File: src/rtl/cpu_control_unit_pkg.sv
// rtl/cpu_control_unit_pkg.sv - shared state, class and ALU op codes for the CPU control unit
//
// Purpose: single source of the encodings used by the control unit and its
// instruction decoder.
// Contents: state_t (FSM state codes, visible on the debug port), class_t
// (IR[11:9] instruction class), ALU op constants, flags_t (latched C/N/Z).
package cpu_control_unit_pkg;

  typedef enum logic [3:0] {
    ST_RESET   = 4'd0,
    ST_FETCH   = 4'd1,
    ST_DECODE  = 4'd2,
    ST_EX_ALU  = 4'd3,
    ST_EX_LD   = 4'd4,
    ST_EX_ST   = 4'd5,
    ST_EX_JMP  = 4'd6,
    ST_HALT    = 4'd7,
    ST_ILLEGAL = 4'd8
  } state_t;

  typedef enum logic [2:0] {
    CLS_ALU  = 3'd0,
    CLS_LD   = 3'd1,
    CLS_ST   = 3'd2,
    CLS_JMP  = 3'd3,
    CLS_BC   = 3'd4,
    CLS_BN   = 3'd5,
    CLS_BZ   = 3'd6,
    CLS_HALT = 3'd7
  } class_t;

  localparam logic [3:0] OP_HALT   = 4'h0;
  localparam logic [3:0] OP_PASS_R = 4'h1;
  localparam logic [3:0] OP_PASS_S = 4'h2;

  typedef struct packed {
    logic c;
    logic n;
    logic z;
  } flags_t;

endpackage

File: src/rtl/cpu_control_unit_decode.sv
// rtl/cpu_control_unit_decode.sv - combinational decode of IR and latched flags into the post-DECODE state
//
// Purpose: chooses the state that follows DECODE. Memory moves must route the
// RAM word through the ALU (PASS_S), jumps must route the register (PASS_R),
// and HALT must carry op 0; anything else lands in ILLEGAL.
// Ports:
//   ir          in   16  instruction register from the EU
//   flags       in   3   latched {C,N,Z} from the last ALU instruction
//   next_state  out  4   state to enter after DECODE
module cpu_control_unit_decode
  import cpu_control_unit_pkg::*;
(
  input  logic [15:0] ir,
  input  flags_t      flags,
  output state_t      next_state
);

  logic [3:0] op;
  class_t     cls;

  assign op  = ir[15:12];
  assign cls = class_t'(ir[11:9]);

  always_comb begin
    next_state = ST_ILLEGAL;
    case (cls)
      CLS_ALU:  next_state = ST_EX_ALU;
      CLS_LD:   next_state = (op == OP_PASS_S) ? ST_EX_LD  : ST_ILLEGAL;
      CLS_ST:   next_state = (op == OP_PASS_S) ? ST_EX_ST  : ST_ILLEGAL;
      CLS_JMP:  next_state = (op == OP_PASS_R) ? ST_EX_JMP : ST_ILLEGAL;
      // An untaken branch retires straight from DECODE back to FETCH.
      CLS_BC:   next_state = flags.c ? ST_EX_JMP : ST_FETCH;
      CLS_BN:   next_state = flags.n ? ST_EX_JMP : ST_FETCH;
      CLS_BZ:   next_state = flags.z ? ST_EX_JMP : ST_FETCH;
      CLS_HALT: next_state = (op == OP_HALT) ? ST_HALT : ST_ILLEGAL;
      default:  next_state = ST_ILLEGAL;
    endcase
  end

endmodule

File: src/rtl/cpu_control_unit.sv
// rtl/cpu_control_unit.sv - Moore FSM sequencing fetch/decode/execute for the CPU execution unit
//
// Purpose: state register, latched ALU flags, retired-instruction counter and
// Moore decode of EU strobes. Outputs depend on the state register only.
// Ports:
//   clk, reset (async active-low)
//   ir[15:0], C, N, Z            from the EU
//   adr_sel, s_sel, pc_ld, pc_inc, reg_W_en, ir_ld, mw_en   EU / RAM strobes
//   halted, illegal, state[3:0], icount[ICNT_W-1:0]         status / debug
module cpu_control_unit
  import cpu_control_unit_pkg::*;
#(
  parameter int ICNT_W = 16
) (
  input  logic              clk,
  input  logic              reset,
  input  logic [15:0]       ir,
  input  logic              C,
  input  logic              N,
  input  logic              Z,
  output logic              adr_sel,
  output logic              s_sel,
  output logic              pc_ld,
  output logic              pc_inc,
  output logic              reg_W_en,
  output logic              ir_ld,
  output logic              mw_en,
  output logic              halted,
  output logic              illegal,
  output logic [3:0]        state,
  output logic [ICNT_W-1:0] icount
);

  state_t state_q;
  state_t state_d;
  state_t dec_next;
  flags_t flags_q;
  logic   retire;

  cpu_control_unit_decode u_decode (
    .ir         (ir),
    .flags      (flags_q),
    .next_state (dec_next)
  );

  always_ff @(posedge clk or negedge reset) begin
    if (!reset) begin
      state_q <= ST_RESET;
    end else begin
      state_q <= state_d;
    end
  end

  always_comb begin
    state_d = state_q;
    case (state_q)
      ST_RESET:   state_d = ST_FETCH;
      ST_FETCH:   state_d = ST_DECODE;
      ST_DECODE:  state_d = dec_next;
      ST_EX_ALU,
      ST_EX_LD,
      ST_EX_ST,
      ST_EX_JMP:  state_d = ST_FETCH;
      ST_HALT:    state_d = ST_HALT;
      ST_ILLEGAL: state_d = ST_ILLEGAL;
      default:    state_d = ST_ILLEGAL;
    endcase
  end

  always_comb begin
    adr_sel  = 1'b0;
    s_sel    = 1'b0;
    pc_ld    = 1'b0;
    pc_inc   = 1'b0;
    reg_W_en = 1'b0;
    ir_ld    = 1'b0;
    mw_en    = 1'b0;
    halted   = 1'b0;
    illegal  = 1'b0;
    case (state_q)
      ST_FETCH: begin
        ir_ld  = 1'b1;
        pc_inc = 1'b1;
      end
      ST_EX_ALU: reg_W_en = 1'b1;
      ST_EX_LD: begin
        adr_sel  = 1'b1;
        s_sel    = 1'b1;
        reg_W_en = 1'b1;
      end
      ST_EX_ST: begin
        adr_sel = 1'b1;
        mw_en   = 1'b1;
      end
      ST_EX_JMP: pc_ld  = 1'b1;
      ST_HALT:   halted = 1'b1;
      ST_ILLEGAL: begin
        halted  = 1'b1;
        illegal = 1'b1;
      end
      default: ;
    endcase
  end

  assign state = state_q;

  // Flags reflect the ALU result of the instruction just executed; branches
  // see the value from the most recent ALU instruction, not the live flags.
  always_ff @(posedge clk or negedge reset) begin
    if (!reset) begin
      flags_q <= '0;
    end else if (state_q == ST_EX_ALU) begin
      flags_q <= '{c: C, n: N, z: Z};
    end
  end

  assign retire = (state_q == ST_EX_ALU) || (state_q == ST_EX_LD) ||
                  (state_q == ST_EX_ST)  || (state_q == ST_EX_JMP) ||
                  ((state_q == ST_DECODE) && (dec_next == ST_FETCH));

  always_ff @(posedge clk or negedge reset) begin
    if (!reset) begin
      icount <= '0;
    end else if (retire) begin
      icount <= icount + 1'b1;
    end
  end

endmodule

File: config.mk
export PLATFORM = sky130hd
export DESIGN_NAME = cpu_control_unit
export DESIGN_NICKNAME = d
export VERILOG_FILES = /design/src/rtl/cpu_control_unit_pkg.sv /design/src/rtl/cpu_control_unit_decode.sv /design/src/rtl/cpu_control_unit.sv
export SDC_FILE = /design/constraint.sdc
export NUM_CORES = 1
export LEC_CHECK = 0
export ABC_CLOCK_PERIOD_IN_PS = 2850
export BUFFER_PORTS_ARGS = -buffer_cell sky130_fd_sc_hd__buf_2
export CORE_MARGIN = 3
export CORE_UTILIZATION = 49
export CTS_CLUSTER_DIAMETER = 200
export CTS_CLUSTER_SIZE = 28
export DETAILED_ROUTE_END_ITERATION = 8
export PLACE_DENSITY = 0.76
export SYNTH_ARGS = -nofsm -noshare
export SYNTH_HDL_FRONTEND = slang
export SYNTH_HIERARCHICAL = 1
export SYNTH_SLANG_ARGS = --single-unit
File: constraint.sdc
create_clock -name clk -period 2.85 [get_ports clk]
set_input_delay 0.57 -clock clk [delete_from_list [all_inputs] [get_ports clk]]
set_output_delay 0.57 -clock clk [all_outputs]
set_load 0.05 [all_outputs]
==> flow_summary.toml <==
[pwr]
p_sw_share_pct = 45.66
p_per_area_nw_per_um2 = 625.6
pwr-share-clk_pct = 15.0
p_seq_share_pct = 42.3
p_comb_share_pct = 42.7
ir_worst_vdd_v = 0.0007655
power.internal_w = 0.0005670
p_leak_nw = 0.7836
p_switching_w = 0.0004765

[route]
drt_iter0_drc = 42
antenna_left = 0
vias_per_cell = 5.469
drc = 0
detail_route.first_pass.iterations = 4
wl_um = 2740
post_drt_wl_per_cell_um = 13.24
vias = 1132

[synth]
synth_top_area_share_pct = 42.24
mappedNetlistArea_um2 = 1363
synth_top_area_cell = "dfrtp_1"
synthMuxAreaShare_pct = 5.510
synth_top_family_by_area = "simple AND/OR/NAND/NOR gates"
avgSynthCellArea_um2 = 10.24
synthArstFlopShare_pct = 100.0
postSynthCellCount = 133
ys_warn_count = 6
yosys.area_share.xor_xnor_pct = 10.93
synthAdderAreaFrac_pct = 0.9183
synth-simple-area-share_pct = 24.15
synth_compound_area_share_pct = 12.49
ys.flop_type = "dfrtp_1"
netlist_top_cells_area = "dfrtp_1 42%, xnor2_1 9.6%, nand4_1 4.1%"
seq_area_frac_synth_pct = 42.24
ys_types = 40
synth_edf_count = 0
synthesis.nets = 155
ys_seq_elements = 23

[placed_design]
gp_congestion = 0.7437
dp_hpwl_um = 2126
placed_area_um2 = 1638
numPortBuffers = 40

[timing]
worst_pin_slew_ns = 0.5011
post-route-period-util_pct = 86.79
clock_skew_ns = 0.009159
period_needed_ns = 2.473
slew_viol_final = 0
hold_viol_final = 0
maxSlewHeadroom_pct = 66.59
rsz0062_at_grt = "no"
max_freq_ghz = 0.4043
setup_tns_ns = 0
setup_viol = 0

[floorplanning]
die_x_um = 58.73
dieArea_um2 = 3449
initial_core_util_pct = 53.07
coreArea_um2 = 2567
rows = 18
die_h_um = 58.73
io_pins = 50

[cts]
h-tree-depth = 1
clock_latency_ns = 0.32
cts_tree = "done"
postCtsSetupBuffers = 0
hold_buffers = 0
cts_resized = 0
root_buffer = "clkbuf_4"
clock_path_buffers = 2
cts_buffers = 3
clock_sink_count = 23
clkTransAtPathRegs_ns = 0.13

[global_route]
grt-ovfl-total = 0
grt_pass1_vias = 1034
antenna_found_initial = 0
track_usage_pct = 17.22
grt_pass1_wl_um = 4650
grt_max_degree = 24

[critical_path]
path_max_fanout = 6
crit_chain = "buf_2 > nor4b_2 > nor2b_1 > o32ai_2 > or4b_4 > a2111oi_4 > buf_4 > nand4_1 > xnor2_1"
worstPathRequired_ns = 3.06
cp-start-kind = "input pin"
worst_ep_arrival_time_ns = 2.69
max_stage_delay_ns = 0.54
critPathKind = "input pin to flip-flop"
rr_startpoint = "flags_q[2]$_DFFE_PN0P_"
crit-reg2reg-capture = "icount[14]$_DFFE_PN0P_"
cp_num_buf_inv = 2
worst_setup_path_end_kind = "flip-flop"
crit_slowest_cell = "or4b_4"
r2r_cells = 9
reg2reg_slack_ns = 0.56
crit_family = "simple AND/OR/NAND/NOR gates"

[layout]
drive_gt1_share_pct = 38.98
final_nets = 200
antenna_cells = 0
final_core_util_pct = 64.96
area.growth.synth_to_final_pct = 22.41
fillers = 221
fin_area_um2 = 1668

[flow_run]
cap_violations = 0

[outcome]
status = "completed"

[worst_hold_path]
hold_path_class = "input pin to async pin"
## power groups by stage
| stage | clock (W) | combinational (W) | sequential, W |
|---|---|---|---|
| 3_3_place_gp | 0 | 0.000441 | 0.000444 |
| 5_1_grt | 0.000177 | 0.000476 | 0.000454 |
| 2_1_floorplan | 0 | 0.000258 | 0.000531 |
| 6_report | 0.000156 | 0.000446 | 0.000441 |
| 3_5_place_dp | 0 | 0.000449 | 0.000449 |
| 4_1_cts | 0.000165 | 0.000449 | 0.000443 |
## how the worst max path moves through the flow
stage	start	depth (start not counted)	end
after floorplan	state[1]$_DFF_PN0_	3	halted
after global placement	ir[12]	9	icount[10]$_DFFE_PN0P_
after detailed placement	ir[12]	9	icount[10]$_DFFE_PN0P_
after CTS	ir[12]	9	icount[14]$_DFFE_PN0P_
after global routing	ir[12]	10	icount[10]$_DFFE_PN0P_
final	ir[12]	9	icount[14]$_DFFE_PN0P_
## sequential cells by signal, summed over array words and instances (netlist names)
| name | cells |
|---|---|
| flags_q | 3 |
| icount | 16 |
| state | 4 |
## area by class of cell
class                   count  area, um^2  share of cell area (%)
clock buffers               3       22.52                   1.350
clock inverters             1       7.507                  0.4501
inverters                   3       11.26                  0.6752
multi-input cells          99       753.2                   45.16
flip-flops and latches     23       575.6                   34.51
well taps                  30       37.54                   2.251
repair buffers             48       260.3                   15.60
## cells in the final DEF, fill, tap and decap left out, types with 3 or more instances in the layout
master,n
buf_2,40
mux2_2,4
nor2_1,7
mux2i_1,3
buf_4,8
o21ai_0,5
nor4b_2,3
clkbuf_4,3
xnor2_1,15
nand2_1,7
nand4_1,9
inv_1,3
and3_1,3
dfrtp_1,23
nand3_1,8
nand2b_1,4
a21oi_1,4
## stage by stage
stage	power, W	hold WS [ns]	instances	setup slack (ns)
after global placement	0.0008854	0.4560	203	0.05502
after floorplan	0.0007895	0.2744	133	-0.1279
after detailed placement	0.0008973	0.4626	203	0.02300
final	0.001043	0.1935	207	0.3765
after global routing	0.001108	0.2052	207	0.2082
after CTS	0.001057	0.1990	207	0.3785
## logic make-up (layout without fill, tap and decap cells)
logic type,count (synthesis),after routing
flip-flops,23,23
adder cells (fa/ha/maj),1,1
AND/OR/NAND/NOR,54,54
multiplexers,7,7
AO/OA/AOI/OAI,20,20
XOR/XNOR,17,17
buffers and inverters,11,55
## cell usage after synthesis, types with 2 or more instances
cell	n
nand3_1	8
o21bai_1	2
nor2_1	7
nand2_1	7
nand4_1	9
nand2b_1	4
buf_2	2
xnor2_1	15
buf_4	2
nor3b_1	2
and3_1	3
o21ai_1	2
clkbuf_1	3
o21ai_0	5
a21oi_1	4
dfrtp_1	23
inv_1	3
nor4b_1	2
nor3_1	3
mux2_2	4
xor2_1	2
mux2i_1	3
## layer usage
metal	vias up	track usage (%)	share of wire (%)	wire length, um
li1	567	-	-	-
met1	531	24.02	47	1288
met2	32	27.29	46	1272
met4	0	3.883	0.66	18
met5	-	0	0	0
met3	2	3.947	5.8	160
Note: power is estimated with default switching activity, not from simulation.
